===== src/rtl/csr_unit.sv =====
`default_nettype none
// ============================================================================
//  Module   : csr_unit
//  Brief    : Machine-mode CSR file for the rv32i core. Returns the old CSR
//             value for rd write-back, runs mcycle/minstret, and applies trap
//             entry and mret updates to mstatus/mepc/mcause.
//  Revision : 1.0 - initial release
// ============================================================================
module csr_unit #(
    parameter logic [31:0] MTVEC_RST = 32'h0000_0004,
    parameter logic [31:0] HART_ID   = 32'h0000_0000,
    parameter logic [31:0] MISA_VAL  = 32'h4000_0100
) (
    input  logic        clk,
    input  logic        rst_n,
    input  logic        csr_w,
    input  logic        csr_inm,
    input  logic [2:0]  f3,
    input  logic [11:0] csr_addr,
    input  logic [31:0] rs1_data,
    input  logic [4:0]  zimm,
    input  logic        instr_retire,
    input  logic        trap,
    input  logic [31:0] trap_cause,
    input  logic [31:0] trap_pc,
    input  logic        mret,
    output logic [31:0] csr_rdata,
    output logic [31:0] trap_vector,
    output logic [31:0] epc,
    output logic        mie_o,
    output logic        illegal
);

    localparam logic [11:0] c_MSTATUS   = 12'h300;
    localparam logic [11:0] c_MISA      = 12'h301;
    localparam logic [11:0] c_MTVEC     = 12'h305;
    localparam logic [11:0] c_MSCRATCH  = 12'h340;
    localparam logic [11:0] c_MEPC      = 12'h341;
    localparam logic [11:0] c_MCAUSE    = 12'h342;
    localparam logic [11:0] c_MCYCLE    = 12'hB00;
    localparam logic [11:0] c_MCYCLEH   = 12'hB80;
    localparam logic [11:0] c_MINSTRET  = 12'hB02;
    localparam logic [11:0] c_MINSTRETH = 12'hB82;
    localparam logic [11:0] c_MHARTID   = 12'hF14;

    localparam logic [1:0]  c_OP_RW = 2'b01;
    localparam logic [1:0]  c_OP_RS = 2'b10;

    // Architectural state; low bits of mtvec/mepc are always zero so they are
    // not stored.
    logic        r_mie;
    logic        r_mpie;
    logic [31:2] r_mtvec;
    logic [31:0] r_mscratch;
    logic [31:2] r_mepc;
    logic [31:0] r_mcause;
    logic [63:0] r_mcycle;
    logic [63:0] r_minstret;

    logic        w_impl;
    logic        w_ro;
    logic        w_write_op;
    logic        w_wr_en;
    logic [31:0] w_rdata;
    logic [31:0] w_src;
    logic [31:0] w_new;
    logic        w_unused;

    // Address decode and read mux: returns the pre-write value, 0 when unmapped.
    always_comb begin
        w_impl  = 1'b1;
        w_ro    = 1'b0;
        w_rdata = 32'h0000_0000;
        case (csr_addr)
            c_MSTATUS:   w_rdata = {24'h000000, r_mpie, 3'b000, r_mie, 3'b000};
            c_MISA:      begin w_rdata = MISA_VAL; w_ro = 1'b1; end
            c_MTVEC:     w_rdata = {r_mtvec, 2'b00};
            c_MSCRATCH:  w_rdata = r_mscratch;
            c_MEPC:      w_rdata = {r_mepc, 2'b00};
            c_MCAUSE:    w_rdata = r_mcause;
            c_MCYCLE:    w_rdata = r_mcycle[31:0];
            c_MCYCLEH:   w_rdata = r_mcycle[63:32];
            c_MINSTRET:  w_rdata = r_minstret[31:0];
            c_MINSTRETH: w_rdata = r_minstret[63:32];
            c_MHARTID:   begin w_rdata = HART_ID; w_ro = 1'b1; end
            default:     w_impl = 1'b0;
        endcase
    end

    // funct3 low bits of 00 are a no-op, so they never count as a write to a
    // read-only CSR.
    assign w_write_op = (f3[1:0] != 2'b00);
    assign illegal    = csr_w & (~w_impl | (w_ro & w_write_op));
    assign csr_rdata  = w_impl ? w_rdata : 32'h0000_0000;

    // A trap in the same cycle drops the CSR write entirely.
    assign w_wr_en = csr_w & ~illegal & w_write_op & ~trap;
    assign w_src   = csr_inm ? {27'd0, zimm} : rs1_data;

    // Read-modify-write value for RW / RS / RC.
    always_comb begin
        w_new = w_rdata & ~w_src;
        if (f3[1:0] == c_OP_RW) begin
            w_new = w_src;
        end else if (f3[1:0] == c_OP_RS) begin
            w_new = w_rdata | w_src;
        end
    end

    assign trap_vector = {r_mtvec, 2'b00};
    assign epc         = {r_mepc, 2'b00};
    assign mie_o       = r_mie;

    assign w_unused = ^{f3[2], trap_pc[1:0]};

    // mstatus MIE/MPIE: trap entry, then mret, then CSR write.
    always_ff @(posedge clk or negedge rst_n) begin
        if (!rst_n) begin
            r_mie  <= 1'b0;
            r_mpie <= 1'b0;
        end else if (trap) begin
            r_mpie <= r_mie;
            r_mie  <= 1'b0;
        end else if (mret) begin
            r_mie  <= r_mpie;
            r_mpie <= 1'b1;
        end else if (w_wr_en && (csr_addr == c_MSTATUS)) begin
            r_mie  <= w_new[3];
            r_mpie <= w_new[7];
        end
    end

    // mtvec and mscratch: plain CSR writes.
    always_ff @(posedge clk or negedge rst_n) begin
        if (!rst_n) begin
            r_mtvec    <= MTVEC_RST[31:2];
            r_mscratch <= 32'h0000_0000;
        end else if (w_wr_en) begin
            if (csr_addr == c_MTVEC) begin
                r_mtvec <= w_new[31:2];
            end
            if (csr_addr == c_MSCRATCH) begin
                r_mscratch <= w_new;
            end
        end
    end

    // mepc/mcause: captured on trap entry, otherwise CSR-writable.
    always_ff @(posedge clk or negedge rst_n) begin
        if (!rst_n) begin
            r_mepc   <= 30'd0;
            r_mcause <= 32'h0000_0000;
        end else if (trap) begin
            r_mepc   <= trap_pc[31:2];
            r_mcause <= trap_cause;
        end else if (w_wr_en) begin
            if (csr_addr == c_MEPC) begin
                r_mepc <= w_new[31:2];
            end
            if (csr_addr == c_MCAUSE) begin
                r_mcause <= w_new;
            end
        end
    end

    // mcycle: a write to one half replaces the increment for that cycle.
    always_ff @(posedge clk or negedge rst_n) begin
        if (!rst_n) begin
            r_mcycle <= 64'd0;
        end else if (w_wr_en && (csr_addr == c_MCYCLE)) begin
            r_mcycle[31:0] <= w_new;
        end else if (w_wr_en && (csr_addr == c_MCYCLEH)) begin
            r_mcycle[63:32] <= w_new;
        end else begin
            r_mcycle <= r_mcycle + 64'd1;
        end
    end

    // minstret: same write-wins rule, counting retired instructions.
    always_ff @(posedge clk or negedge rst_n) begin
        if (!rst_n) begin
            r_minstret <= 64'd0;
        end else if (w_wr_en && (csr_addr == c_MINSTRET)) begin
            r_minstret[31:0] <= w_new;
        end else if (w_wr_en && (csr_addr == c_MINSTRETH)) begin
            r_minstret[63:32] <= w_new;
        end else if (instr_retire) begin
            r_minstret <= r_minstret + 64'd1;
        end
    end

endmodule
`default_nettype wire


===== config.mk =====
export PLATFORM = sky130hd
export DESIGN_NAME = csr_unit
export DESIGN_NICKNAME = d
export VERILOG_FILES = /design/src/rtl/csr_unit.sv
export SDC_FILE = /design/constraint.sdc
export NUM_CORES = 1
export LEC_CHECK = 0
export CAP_MARGIN = 25
export CORE_MARGIN = 4
export CORE_UTILIZATION = 40
export CTS_BUF_LIST = sky130_fd_sc_hd__clkbuf_16
export DETAILED_ROUTE_END_ITERATION = 8
export PLACE_DENSITY = 0.64
export SETUP_SLACK_MARGIN = 0.02
export SLEW_MARGIN = 20
export SYNTH_ARGS = -nofsm -noshare
export SYNTH_HDL_FRONTEND = slang
export SYNTH_SLANG_ARGS = --single-unit

===== constraint.sdc =====
create_clock -name clk -period 3.6 [get_ports clk]
set_clock_uncertainty 0.05 [all_clocks]
set_input_delay 0.72 -clock clk [delete_from_list [all_inputs] [get_ports clk]]
set_output_delay 0.72 -clock clk [all_outputs]
set_load 0.005 [all_outputs]

==> summary.md, run 1 <==
| Metric | Value |
|---|---|
| Run status | finished clean |
| Kind of end point of the critical path | output pin |
| DR WL/cell | 29.8 µm |
| Initial Util | between 40% and 50% |
| Synth Flop Type | dfrtp_1 |
| # clock sinks | ~250 |
| Cells after synthesis | about 2k |
| Distinct cells, synth | 90 |
| Initial drt markers | between 2k and 3k |
| RSZ-0062 raised after global routing | false |
| Share of layout cells above drive strength 1 | 23.1% |
| Max VDD drop | ~0.33 mV |
| CTS Hold Buffers Added | 0 |
| Max FO, Critical Path | 12 |
| Die area | 45600 µm² |
| Via density | between 6 and 7 |
| Clock share of power | about two fifths |
| Via count | between 15k and 20k |
| Nets@finish | between 2k and 3k |
| Most frequent cells in the layout | 313 x buf_4, 253 x dfrtp_1, 192 x o21ai_0 |
| Die span in x | about 210 µm |
| Pint | around 5300 µW |
| Placer Congestion | ~1.0 |
| Initial antenna violation count | 3 |
| DR pass1 iterations | 6 |
| Max-slew headroom | 37.7% |
| Fin crit share | 98.4% |
| Seq pwr share | 42.6% |
| Synth Warn # | 0 |
| Compound-Gate Fraction of Synth Area | roughly a quarter |
| CTS H-tree lvls | 1 |
| Residual DRC count | 0 |
| Main area contributors after synthesis | dfrtp_1 37%, o21ai_0 5.7%, nand2_1 4.4% |
| Asr flop ratio synth | between 90% and 100% |
| Bufs and invs on worst path | 6 |
| Register area share after synthesis | a little under two fifths |
| Worst-path clk slew | 0.06 ns |
| Drt total wl | a little under 90 mm |
| Final Util | a little under three fifths |
| Worst EP arrival | ~2.8 ns |
| Syn Area/Cell | approximately 8.6 µm² |
| Largest family of logic cells by synthesized area | simple AND/OR/NAND/NOR gates |
| Total GRT Usage | a little under two fifths |
| Required @ worst endpoint | ~2.8 ns |
| Cell mode on critical path | buf_4 |
| Die Ht | around 210 µm |
| Grt ovf | 0 |
| Final hold violations | 0 |
| Synthesized area | around 17000 µm² |
| Least-Margin Pin Slew | ~0.93 ns |
| Post-DRT Antenna Nets | 0 |
| Sw power | between 2000 and 2500 µW |
| Critical-path cell list | clkbuf_4 -> buf_4 -> nor4b_4 -> buf_4 -> buf_4 -> bufbuf_16 -> nand4_1 -> nand4_1 -> or3_4 -> dlygate4sd2_1 |
| Clock Latency Late Sink | about 0.6 ns |
| Startpoint types | input port |
| CTS max path bufs | 3 |
| Area taken by multi-input logic gates | about 10000 µm² |
| TritonCTS clock tree | done |
| Post-Synth XOR/XNOR Area | around 4.4% |
| Commonest non-fill, non-tap cell in the layout | buf_4 |
| Post-synthesis mux area share | between 6 and 7% |
| Delay-heaviest family, CP | buffers and inverters |
| Pin count of the biggest net entering global routing | 95 |
| Final critical path time including I/O delays and setup | approximately 3.5 ns |
| Synth top area share | a little under two fifths |
| Pwr dens | 322 nW/µm² |
| Number of synthesized flops with an enable pin | 0 |
| Fin cells | around 3k |
| Fmax | between 200 and 300 MHz |
| P_leak | approximately 0.010 µW |
| Clk root buf | clkbuf_16 |
| Vias in the first global route | approximately 19k |
| HPWL Detailed | roughly 68 mm |
| Largest area contributor in the netlist | dfrtp_1 |
| Placed cells | 2889 |
| Area growth syn-to-layout | 41.0% |
| Highest-delay cell along the critical path | or3_4 |
| Switching part of the total | between 30% and 40% |
| Final setup viols | 0 |
| Reg area | between 6000 and 7000 µm² |
| Core area | approximately 42000 µm² |
| Register bit total from synthesis | 254 |
| Fin. max-slew vios | 0 |
| Setup CP Type | in -> out |
| Simple-gate share of the synthesized area | 23.7% |
| Row cnt | 75 |
| Cts bufs inserted | 31 |
| Adder-Cell Fraction of Synth Area | less than 1% |
| Buffers on Ports | around 210 |
| First-pass GRT wire length | ~130 mm |
| Boundary Pins | 221 |
| Max_cap viols | 0 |
| Combinational Power Share | between 10% and 20% |
| Fill cells | just under 4k |
| Hold Path Class | in -> async |
| Worst path max stage delay | slightly above 0.4 ns |
-- cells by family (layout without fill, tap and decap cells) --
family,Yosys count,count (layout)
buf+inv,182,677
fa+ha+maj,2,2
flops,254,254
simple gates,737,737
other cells,1,6
xor+xnor,85,85
compound gates,600,600
mux,96,96
-- what timing repair did --
action / CTS / global route
pin swaps: 24 / 12
endpoints found under the setup margin: 33 / 17
cloned: 6 / 0
buffers inserted: 29 / 13
gates resized for setup: 162 / 33
-- synth_stat cells (14+ instances only) --
cell type and count:
dfrtp_1 253, nand2_1 196, o21ai_0 194, clkbuf_1 96, nand3_1 90, nor2_1 90
nand4_1 88, a21oi_1 86, mux2i_1 65, and3_1 54, xor2_1 45, a22oi_1 42
xnor2_1 40, o211ai_1 37, buf_2 36, nor3_1 36, mux2_2 29, nor4_1 26
inv_1 25, a31oi_1 21, nand2b_1 21, o221ai_1 20, a21o_1 19, and4_1 18
o22ai_1 18, nor2b_1 15, o21a_1 15, or3_1 15, a221o_1 14
-- worst paths after layout --
check	cells past startpoint	endpoint	slack [ns]	startpoint
setup reg to reg	6	r_mcycle[48]	0.51	r_mcycle[8]
min in group clk	2	r_mcause[31]	0.40	trap
hold / removal	1	r_minstret[35]	0.11	rst_n
max in group asynchronous	2	r_mcycle[26]	2.51	rst_n
hold reg to reg	2	r_mscratch[16]	0.43	r_mscratch[16]
setup / recovery	10	csr_rdata[24]	0.06	csr_addr[1]
-- state kept, by name, indices dropped and copies added (netlist names) --
register    count
r_mscratch     32
r_mcause       32
r_mepc         30
mie_o           1
r_minstret     64
r_mcycle       64
r_mpie          1
r_mtvec        30
-- power by group through the flow --
stage / clock network (µW) / registers (µW) / logic [µW]
6_report: 3030 / 3270 / 1370
5_1_grt: 3150 / 3280 / 1440
4_1_cts: 3030 / 3250 / 1340
3_5_place_dp: 0 / 3290 / 1300
3_3_place_gp: 0 / 3300 / 1280
2_1_floorplan: 0 / 3180 / 567
-- routing by layer --
layer  part of all wire, %  GRT usage, %  vias to the layer above
li1                      -             -                     8412
met1                    37          49.6                     9612
met2                    44          59.2                     1370
met3                    11          8.71                      286
met4                   6.9          22.1                        0
met5                     0             0                        -
-- per-stage QoR --
step	worst slack (ns)	cell area (µm²)	setup TNS, ns	power [µW]	hold WS, ns
6_report	0.0575	23800	0	7660	0.107
2_1_floorplan	0.421	16900	0	3750	0.374
3_3_place_gp	-0.835	22000	-17.60	4580	0.409
3_5_place_dp	-0.797	22000	-17.61	4590	0.420
4_1_cts	-0.0273	23700	-0.0403	7620	0.162
5_1_grt	0.0266	23800	0	7870	0.182
-- cell type report --
type                    instances  area share, %
multi-input cells            1524           42.9
flip-flops and latches        254           26.7
repair buffers                594           23.2
clock buffers                  31           3.26
well taps                     539           2.83
clock inverters                26          0.693
inverters                      26          0.410
diodes                          2         0.0210
(Power assumes the default switching activity.)
==> run 2, diff against run 1 <==
CORE_UTILIZATION = 35   (was 40)
PLACE_DENSITY = 0.58   (was 0.64)
==> summary.md, run 2 (synthesis results as in run 1) <==
| Metric | Value |
|---|---|
| Run status | finished with violations |
| Failing checks | setup timing |
| Kind of end point of the critical path | output pin |
| Required @ worst endpoint | ~2.8 ns |
| Initial drt markers | 2717 |
| Via count | 19.6k |
| Pwr dens | ~340 nW/µm² |
| Nets@finish | 2551 |
| Largest regs | r_mcycle x64, r_minstret x64 |
| Setup CP Type | in -> out |
| Buffers on Ports | 213 |
| P_leak | 0.0103 µW |
| Vias in the first global route | ~19k |
| Fill cells | between 4k and 5k |
| Fin area | between 20000 and 25000 µm² |
| Grt ovf | 0 |
| Row cnt | 80 |
| Clock Latency Late Sink | approximately 0.60 ns |
| Max_cap viols | 0 |
| Initial antenna violation count | 4 |
| HPWL Detailed | between 70 and 80 mm |
| Core area | 47700 µm² |
| Pwr Total | between 8000 and 9000 µW |
| Final hold violations | 0 |
| Die Ht | between 200 and 250 µm |
| Fin crit share | 100% |
| Die span in x | ~230 µm |
| Max-slew headroom | between 20% and 30% |
| Fin cells | approximately 3k |
| Initial Util | between 30% and 40% |
| # clock sinks | ~250 |
| Most frequent cells in the layout | 309 x buf_4, 253 x dfrtp_1, 193 x o21ai_0 |
| Share of layout cells above drive strength 1 | about 24% |
| Post-DRT Antenna Nets | 0 |
| Startpoint types | input port |
| Pin count of the biggest net entering global routing | 76 |
| Die area | 51900 µm² |
| CTS H-tree lvls | 1 |
| Setup slack after layout | -0.00240 ns |
| Cts bufs inserted | 30 |
| Fin. max-slew vios | 0 |
| Final critical path time including I/O delays and setup | approximately 3.6 ns |
| Least-Margin Pin Slew | ~1.1 ns |
| DR WL/cell | roughly 30 µm |
| CTS max path bufs | 3 |
| Boundary Pins | 221 |
| Commonest non-fill, non-tap cell in the layout | buf_4 |
| Placer Congestion | about 1.1 |
| TritonCTS clock tree | done |
| Via density | about 6.4 |
| Hold Path Class | in -> async |
| DR pass1 iterations | 6 |
| Drt total wl | ~93 mm |
| Final setup viols | 1 |
| Worst EP arrival | between 2 and 3 ns |
| Max FO, Critical Path | 7 |
| Total GRT Usage | between 30% and 40% |
| CTS Hold Buffers Added | 0 |
| RSZ-0062 raised after global routing | true |
| Placed Area | 22000 µm² |
| Max VDD drop | between 0.2 and 0.3 mV |
| Clk root buf | clkbuf_16 |
| Placed cells | roughly 3.0k |
| Residual DRC count | 0 |
| First-pass GRT wire length | 134 mm |
| Fmax | 278 MHz |
| Worst-path clk slew | 0.06 ns |
| Area growth syn-to-layout | 42.6% |
## run 2: critical path: stages
cell             delay, ns
dlygate4sd2_1         0.25
buf_6                 0.14
buf_4                 0.14
or4b_4                0.54
buf_4                 0.17
o22ai_4               0.16
a211oi_2              0.13
buf_4                 0.15
clkdlybuf4s50_1       0.43
## run 2: repair_timing
action                                  4_1_cts  5_1_grt
hold endpoints to repair                      0        0
pin swaps                                    34       17
gates resized for setup                     200       38
endpoints found under the setup margin       33       25
gates cloned                                  1        0
buffers inserted                             49        4
## run 2: final timing paths
path / from / endpoint / slack [ns] / cells after the start
worst min register to register: r_mscratch[8] / r_mscratch[8] / 0.43 / 2
worst max-delay path: csr_addr[3] / illegal / -0.002 / 9
min in group clk: r_mscratch[8] / r_mscratch[8] / 0.43 / 2
max in group asynchronous: rst_n / r_minstret[10] / 2.51 / 2
worst max register to register: r_mcycle[20] / r_mcycle[63] / 0.56 / 6
worst min-delay path: rst_n / r_minstret[39] / 0.03 / 1
## run 2: through the flow
stage / setup slack (ns) / hold slack, ns / TNS (ns) / utilization [%]
3_5_place_dp: -0.760 / 0.420 / -24.33 / 46.1
2_1_floorplan: 0.421 / 0.374 / 0 / -
6_report: -0.00240 / 0.0290 / -0.00240 / 50.5
3_3_place_gp: -0.704 / 0.409 / -21.69 / 46.1
4_1_cts: 0.0174 / 0.0548 / 0 / 50.4
5_1_grt: -0.0433 / 0.0754 / -0.0433 / 50.5
## run 2: report_power, final
part           internal, µW  total (µW)  switching, µW
sequential             3000        3250            247
combinational           614        1370            759
clock                  2130        3510           1380
## run 2: area by class of cell
cell class	count	area [µm²]	share of cell area [%]
clock buffers	31	776	3.22
clock inverters	24	327	1.36
multi-input cells	1524	10300	42.8
well taps	615	769	3.19
diodes	3	7.51	0.0312
inverters	26	97.6	0.405
flip-flops and latches	254	6360	26.4
repair buffers	590	5440	22.6
## run 2: routing by layer
| layer | up-vias | GRT usage (%) | part of all wire, % |
|---|---|---|---|
| met5 | - | 0 | 0.028 |
| met1 | 9626 | 44.1 | 38 |
| li1 | 8399 | - | - |
| met4 | 4 | 20.1 | 7.2 |
| met2 | 1261 | 53.1 | 44 |
| met3 | 301 | 7.77 | 10 |
